File: src/rtl/bist_pattern_ctrl_if.sv
// rtl/bist_pattern_ctrl_if.sv - BIST initiator control, CUT stimulus and CUT response bundle
//
// Signals:
//   bist_start      level request from the top level (rising edge starts a run)
//   cut_synced_d    CUT response bit 0
//   cut_sync_err_d  CUT response bit 1
//   bist_mode       1 = CUT inputs are taken from test_k/test_j/test_en
//   test_k/j/en     pattern bits applied to the CUT
//   signature       live MISR contents
//   bist_end        run complete
//   pass_fail       1 = signature matched the golden value (valid with bist_end)
//
// master: the BIST controller.  slave: the top level / CUT side.
interface bist_pattern_ctrl_if #(
    parameter int MISR_W = 8
);
    logic              bist_start;
    logic              cut_synced_d;
    logic              cut_sync_err_d;
    logic              bist_mode;
    logic              test_k;
    logic              test_j;
    logic              test_en;
    logic [MISR_W-1:0] signature;
    logic              bist_end;
    logic              pass_fail;

    modport master (
        input  bist_start,
        input  cut_synced_d,
        input  cut_sync_err_d,
        output bist_mode,
        output test_k,
        output test_j,
        output test_en,
        output signature,
        output bist_end,
        output pass_fail
    );

    modport slave (
        output bist_start,
        output cut_synced_d,
        output cut_sync_err_d,
        input  bist_mode,
        input  test_k,
        input  test_j,
        input  test_en,
        input  signature,
        input  bist_end,
        input  pass_fail
    );
endinterface

File: src/rtl/bist_pattern_ctrl.sv
// rtl/bist_pattern_ctrl.sv - BIST initiator: LFSR pattern generation, MISR compaction, golden compare
//
// Ports:
//   clk    in   rising-edge clock
//   rst_n  in   asynchronous reset, active low
//   bus    master modport of bist_pattern_ctrl_if (start request, CUT responses,
//          CUT stimulus, signature, bist_end, pass_fail)
//
// Run sequence: IDLE -> INIT (1 clk) -> RUN (N_PAT+PIPE_D clks) -> CMP (1 clk) -> DONE.
// Dropping bist_start in INIT/RUN/CMP aborts to IDLE; dropping it in DONE rearms.
module bist_pattern_ctrl #(
    parameter int                 LFSR_W    = 8,
    parameter logic [LFSR_W-1:0]  LFSR_SEED = 8'hA5,
    parameter logic [LFSR_W-1:0]  LFSR_TAPS = 8'hB8,
    parameter int                 MISR_W    = 8,
    parameter logic [MISR_W-1:0]  MISR_TAPS = 8'hB8,
    parameter int                 N_PAT     = 200,
    parameter int                 PIPE_D    = 1,
    parameter int                 CNT_W     = 10,
    parameter logic [MISR_W-1:0]  GOLDEN    = 8'h00
) (
    input  logic               clk,
    input  logic               rst_n,
    bist_pattern_ctrl_if.master bus
);

    localparam logic [2:0] S_IDLE = 3'd0;
    localparam logic [2:0] S_INIT = 3'd1;
    localparam logic [2:0] S_RUN  = 3'd2;
    localparam logic [2:0] S_CMP  = 3'd3;
    localparam logic [2:0] S_DONE = 3'd4;

    // An all-zero seed would lock the LFSR, so it is replaced by 1.
    localparam logic [LFSR_W-1:0] SEED_EFF = (LFSR_SEED == '0) ? LFSR_W'(1) : LFSR_SEED;

    localparam logic [CNT_W-1:0] N_PAT_C  = CNT_W'(N_PAT);
    localparam logic [CNT_W-1:0] PIPE_C   = CNT_W'(PIPE_D);
    localparam logic [CNT_W-1:0] LAST_CNT = CNT_W'(N_PAT + PIPE_D - 1);

    logic [2:0]        state;
    logic              start_q;
    logic [LFSR_W-1:0] lfsr;
    logic [MISR_W-1:0] misr;
    logic [CNT_W-1:0]  cnt;
    logic              bist_mode_r;
    logic              bist_end_r;
    logic              pass_fail_r;

    logic              go;
    logic              abort;
    logic              run_st;
    logic [LFSR_W-1:0] lfsr_next;
    logic [MISR_W-1:0] misr_next;

    assign go     = bus.bist_start & ~start_q;
    assign run_st = (state == S_RUN);

    // Releasing the request while a run is still in flight abandons it.
    assign abort  = ~bus.bist_start &
                    ((state == S_INIT) | (state == S_RUN) | (state == S_CMP));

    // Fibonacci LFSR: shift left, parity of the tapped bits enters at bit 0.
    assign lfsr_next = {lfsr[LFSR_W-2:0], ^(lfsr & LFSR_TAPS)};

    // MISR: same shift structure, the two response bits folded into the low bits.
    assign misr_next = {misr[MISR_W-2:0], ^(misr & MISR_TAPS)}
                     ^ MISR_W'({bus.cut_sync_err_d, bus.cut_synced_d});

    always_ff @(posedge clk or negedge rst_n) begin
        if (!rst_n) begin
            state       <= S_IDLE;
            start_q     <= 1'b0;
            lfsr        <= SEED_EFF;
            misr        <= '0;
            cnt         <= '0;
            bist_mode_r <= 1'b0;
            bist_end_r  <= 1'b0;
            pass_fail_r <= 1'b0;
        end else begin
            start_q <= bus.bist_start;

            if (abort) begin
                // Partial signature is meaningless; drop it and hand the pins back.
                state       <= S_IDLE;
                bist_mode_r <= 1'b0;
                bist_end_r  <= 1'b0;
                pass_fail_r <= 1'b0;
                misr        <= '0;
                cnt         <= '0;
            end else begin
                case (state)
                    S_IDLE: begin
                        if (go) begin
                            state <= S_INIT;
                        end
                    end

                    S_INIT: begin
                        lfsr        <= SEED_EFF;
                        misr        <= '0;
                        cnt         <= '0;
                        bist_mode_r <= 1'b1;
                        state       <= S_RUN;
                    end

                    S_RUN: begin
                        // Patterns stop after N_PAT; the extra PIPE_D clocks only
                        // drain the CUT responses still in its pipeline.
                        if (cnt < N_PAT_C) begin
                            lfsr <= lfsr_next;
                        end
                        // The first PIPE_D response cycles carry no pattern yet.
                        if (cnt >= PIPE_C) begin
                            misr <= misr_next;
                        end
                        cnt <= cnt + CNT_W'(1);
                        if (cnt == LAST_CNT) begin
                            state <= S_CMP;
                        end
                    end

                    S_CMP: begin
                        pass_fail_r <= (misr == GOLDEN);
                        bist_end_r  <= 1'b1;
                        bist_mode_r <= 1'b0;
                        state       <= S_DONE;
                    end

                    S_DONE: begin
                        // Hold the result until the requester lets go; a new run
                        // needs a fresh rising edge after that.
                        if (!bus.bist_start) begin
                            state       <= S_IDLE;
                            bist_end_r  <= 1'b0;
                            pass_fail_r <= 1'b0;
                        end
                    end

                    default: begin
                        state       <= S_IDLE;
                        bist_mode_r <= 1'b0;
                        bist_end_r  <= 1'b0;
                        pass_fail_r <= 1'b0;
                    end
                endcase
            end
        end
    end

    // Stimulus is only driven while patterns are being applied.
    assign bus.test_k    = run_st & lfsr[0];
    assign bus.test_j    = run_st & lfsr[1];
    assign bus.test_en   = run_st & lfsr[2];

    assign bus.bist_mode = bist_mode_r;
    assign bus.signature = misr;
    assign bus.bist_end  = bist_end_r;
    assign bus.pass_fail = pass_fail_r;

endmodule
File: src/flat_wrapper.sv
// flat-port wrapper written by rule: the top's interface ports become plain ports
module bist_pattern_ctrl_flat 
#(
    parameter int                 LFSR_W    = 8,
    parameter logic [LFSR_W-1:0]  LFSR_SEED = 8'hA5,
    parameter logic [LFSR_W-1:0]  LFSR_TAPS = 8'hB8,
    parameter int                 MISR_W    = 8,
    parameter logic [MISR_W-1:0]  MISR_TAPS = 8'hB8,
    parameter int                 N_PAT     = 200,
    parameter int                 PIPE_D    = 1,
    parameter int                 CNT_W     = 10,
    parameter logic [MISR_W-1:0]  GOLDEN    = 8'h00
)
  (clk, rst_n, bus_bist_start, bus_cut_synced_d, bus_cut_sync_err_d, bus_bist_mode, bus_test_k, bus_test_j, bus_test_en, bus_signature, bus_bist_end, bus_pass_fail);
  bist_pattern_ctrl_if #(.MISR_W(MISR_W)) bus_i ();
  input  logic clk;
  input  logic rst_n;
  input wire logic [$bits(bus_i.bist_start)-1:0] bus_bist_start;
  input wire logic [$bits(bus_i.cut_synced_d)-1:0] bus_cut_synced_d;
  input wire logic [$bits(bus_i.cut_sync_err_d)-1:0] bus_cut_sync_err_d;
  output wire logic [$bits(bus_i.bist_mode)-1:0] bus_bist_mode;
  output wire logic [$bits(bus_i.test_k)-1:0] bus_test_k;
  output wire logic [$bits(bus_i.test_j)-1:0] bus_test_j;
  output wire logic [$bits(bus_i.test_en)-1:0] bus_test_en;
  output wire logic [$bits(bus_i.signature)-1:0] bus_signature;
  output wire logic [$bits(bus_i.bist_end)-1:0] bus_bist_end;
  output wire logic [$bits(bus_i.pass_fail)-1:0] bus_pass_fail;
  assign bus_i.bist_start = bus_bist_start;
  assign bus_i.cut_synced_d = bus_cut_synced_d;
  assign bus_i.cut_sync_err_d = bus_cut_sync_err_d;
  assign bus_bist_mode = bus_i.bist_mode;
  assign bus_test_k = bus_i.test_k;
  assign bus_test_j = bus_i.test_j;
  assign bus_test_en = bus_i.test_en;
  assign bus_signature = bus_i.signature;
  assign bus_bist_end = bus_i.bist_end;
  assign bus_pass_fail = bus_i.pass_fail;
  bist_pattern_ctrl #(.LFSR_W(LFSR_W), .LFSR_SEED(LFSR_SEED), .LFSR_TAPS(LFSR_TAPS), .MISR_W(MISR_W), .MISR_TAPS(MISR_TAPS), .N_PAT(N_PAT), .PIPE_D(PIPE_D), .CNT_W(CNT_W), .GOLDEN(GOLDEN)) u_core (.clk(clk), .rst_n(rst_n), .bus(bus_i));
endmodule
File: config.mk
export PLATFORM = sky130hd
export DESIGN_NAME = bist_pattern_ctrl_flat
export DESIGN_NICKNAME = d
export VERILOG_FILES = /design/src/rtl/bist_pattern_ctrl_if.sv /design/src/rtl/bist_pattern_ctrl.sv /design/src/flat_wrapper.sv
export SDC_FILE = /design/constraint.sdc
export NUM_CORES = 1
export LEC_CHECK = 0
export BUFFER_PORTS_ARGS = -buffer_cell sky130_fd_sc_hd__buf_4
export CAP_MARGIN = 20
export CORE_MARGIN = 2
export CORE_UTILIZATION = 52
export CTS_CLUSTER_DIAMETER = 50
export CTS_CLUSTER_SIZE = 24
export DETAILED_ROUTE_END_ITERATION = 7
export GPL_ROUTABILITY_DRIVEN = 0
export GPL_TIMING_DRIVEN = 0
export PLACE_DENSITY_LB_ADDON = 0.05
export SLEW_MARGIN = 20
export SYNTH_ARGS = -nofsm -noshare
export SYNTH_HDL_FRONTEND = slang
export SYNTH_SLANG_ARGS = --single-unit
File: constraint.sdc
create_clock -name clk -period 1.8 [get_ports clk]
set_input_delay 0.09 -clock clk [delete_from_list [all_inputs] [get_ports clk]]
set_output_delay 0.09 -clock clk [all_outputs]
set_load 0.03 [all_outputs]
==> results.sh <==
export IMPL_hp_start="bus_cut_sync_err_d"
export IMPL_grt_pass1_vias=1328
export IMPL_rsz0062_at_grt="false"
export IMPL_synth_cells=176
export IMPL_gr_total_overflow=0
export IMPL_chipHeight_microns=62.72
export IMPL_clock_skew_ps=4.111
export IMPL_detail_route_antenna_nets=0
export IMPL_start_util_pct=53.73
export IMPL_grt_pass1_wl_mm=6.085
export IMPL_row_count=21
export IMPL_ir_drop_uv=375.8
export IMPL_die_width_microns=62.72
export IMPL_cts_made_buffers=5
export IMPL_fmax_mhz=560.4
export IMPL_hold_viol=0
export IMPL_synth_seq_cells=33
export IMPL_synthesis_area_sq_um=1793
export IMPL_drt_initial_drc_count=69
export IMPL_ys_flop_type="dfrtp_1"
export IMPL_cp_startpoint="bus_bist_start"
export IMPL_hold_path_class="in -> reg"
export IMPL_critPathMaxFanout=8
export IMPL_io_buffers=18
export IMPL_firstDrtPassIters=4
export IMPL_yosys_warnings=0
export IMPL_grt_usage_pct=19.72
export IMPL_ys_seq_area_share_pct=46.34
export IMPL_design_area_sq_um=2130
export IMPL_dp_hpwl_mm=2.406
export IMPL_syn_num_nets=186
export IMPL_clockBufferDepth=2
export IMPL_fin_crit_ps=1784
export IMPL_synth_cell_type_count=41
export IMPL_htreeDepth=2
export IMPL_period_share_pct=99.13
export IMPL_area_growth_pct=18.77
export IMPL_io_pins=19
export IMPL_drive_gt1_share_pct=28.57
export IMPL_setup_violations=0
export IMPL_root_buffer="clkbuf_4"
export IMPL_cp_arrival_ps=2000
export IMPL_viasPerCell=5.395
export IMPL_clock_latency_ps=330
export IMPL_coreArea_sq_um=3337
export IMPL_place_area_sq_um=1986
export IMPL_fin_tns_setup_ps=0
export IMPL_wl_per_cell_microns=13.67
export IMPL_antenna_found_initial=0
export IMPL_maxCapViolations=0
export IMPL_cts_sinks=33
export IMPL_nNetsFinal=219
export IMPL_grt_max_degree=34
export IMPL_via_count=1381
export IMPL_power_density_nw_per_um2=736.2
export IMPL_clk_pin_slew_ps=90
export IMPL_critPathLaunchType="input port"
export IMPL_worst_setup_path_type="in -> reg"
export IMPL_worst_slew_pin_slew_ps=444.2
export IMPL_avgSynthCellArea_sq_um=10.19
export IMPL_slew_viol_final=0
export IMPL_r2r_start="u_core.state[1]"
export IMPL_cts_tree="built"
export IMPL_async_flop_share_pct=100.0
export IMPL_critPathCaptureType="flip-flop"
export IMPL_max_slew_margin_rel_pct=69.97
export IMPL_status="finished, final reports clean"
export IMPL_p_leak_nw=0.9921
export IMPL_routed_wl_mm=3.500
export IMPL_antenna_cells=0
export IMPL_synth_edf_count=0
export IMPL_crit_required_ps=2020
export IMPL_drc=0
export IMPL_die_area_sq_um=3934
## stage by stage
stage | hold slack, ps | setup slack, ps | std cells | total power, mW | utilization [%]
2_1_floorplan | -205.6 | 67.64 | 176 | 1.074 | -
3_3_place_gp | 55.48 | -69.37 | 240 | 1.156 | 59.51
3_5_place_dp | 57.34 | -113.1 | 240 | 1.172 | 59.51
4_1_cts | 140.8 | 15.44 | 253 | 1.575 | 62.50
5_1_grt | 153.1 | 2.407 | 256 | 1.675 | 63.82
6_report | 148.8 | 15.59 | 256 | 1.568 | 63.82
## routing by layer
metal  GRT usage [%]  share of wire (%)  vias to the layer above
met4           6.667                1.6                        0
met3           4.865                3.7                        6
met5               0                  0                        -
met1           24.94                 44                      671
li1                -                  -                      673
met2           33.06                 50                       31
## worst max-delay path, cell delays in order
cell and delay (ps):
dlygate4sd3_1 540, buf_4 150, and3_1 160, or3_1 380, a41o_1 230, buf_6 140
mux2_4 290
## layout by cell type, fill, tap and decap left out, types with 2 or more instances in the layout
master,instances
xnor2_1,5
dlygate4sd3_1,2
a31oi_1,3
or3_1,2
nor3_1,2
nand4_1,5
nand2b_1,4
inv_1,8
buf_2,3
and2_1,5
nand3_1,3
dfstp_2,4
and3_1,4
nand2_1,21
xor2_1,3
ha_1,5
buf_6,3
mux2_2,6
nor2_1,13
clkbuf_4,5
dfrtp_1,28
mux2_4,4
mux2i_1,6
clkbuf_1,5
o21ai_0,16
buf_4,24
## layout make-up
type | instances | area, sq um
Tap cell | 46 | 57.56
Inverter | 8 | 30.03
Sequential cell | 33 | 832.0
Timing Repair Buffer | 26 | 200.2
Multi-Input combinational cell | 126 | 899.6
Fill cell | 284 | 1207
Buffer | 9 | 61.31
Clock buffer | 8 | 48.80
## final timing paths
kind | end | slack, ps | cells past startpoint
min in group asynchronous | u_core.lfsr[6] | 240 | 2
max in group asynchronous | u_core.lfsr[0] | 1230 | 2
worst max-delay path | u_core.bus.signature[7] | 20 | 7
worst min-delay path | u_core.bus.signature[1] | 150 | 4
worst max register to register | u_core.bus.signature[7] | 50 | 5
worst min register to register | u_core.bus.bist_end | 490 | 1
## registers in the layout, summed over array words and instances (netlist names)
register / count
u_core.bus.bist_mode: 1
u_core.bus.pass_fail: 1
u_core.start_q: 1
u_core.bus.bist_end: 1
u_core.lfsr: 8
u_core.state: 3
u_core.bus.signature: 8
u_core.cnt: 10
## where the power goes
group | total (mW) | internal, mW | switching (mW)
clock | 0.387 | 0.156 | 0.231
sequential | 0.848 | 0.808 | 0.0400
combinational | 0.333 | 0.159 | 0.175
total | 1.57 | 1.12 | 0.446
## cell families (layout without fill, tap and decap cells)
kind of cell,Yosys count,after routing,synth area share (%)
DFF,33,33,46.34
and+or+nand+nor,67,67,19.47
muxes,16,16,10.47
xor gates and xnor gates,8,8,3.908
adders and majority gates,5,5,3.489
AOI/OAI and AO/OA,30,30,11.31
buffers and inverters,17,51,5.024
## synth_stat cells (4+ instances only)
| master | count | area (sq um) |
|---|---|---|
| dfrtp_1 | 29 | 725.7 |
| nand2_1 | 21 | 78.83 |
| o21ai_0 | 16 | 80.08 |
| nor2_1 | 14 | 52.55 |
| inv_1 | 8 | 30.03 |
| mux2_2 | 6 | 67.56 |
| mux2i_1 | 6 | 60.06 |
| and2_1 | 5 | 31.28 |
| ha_1 | 5 | 62.56 |
| nand4_1 | 5 | 31.28 |
| xnor2_1 | 5 | 43.79 |
| and3_1 | 4 | 25.02 |
| dfstp_2 | 4 | 105.1 |
| mux2_4 | 4 | 60.06 |
| nand2b_1 | 4 | 25.02 |
## repair_timing
| action | in CTS | in global routing |
|---|---|---|
| cloned | 0 | 0 |
| buffers inserted | 3 | 3 |
| endpoints found under the setup margin | 10 | 5 |
| pin swaps | 1 | 1 |
| endpoints found under the hold margin | 30 | 0 |
| resized for setup | 2 | 6 |
| hold buffers | 2 | 0 |
Power figures use the tool's default switching activity.
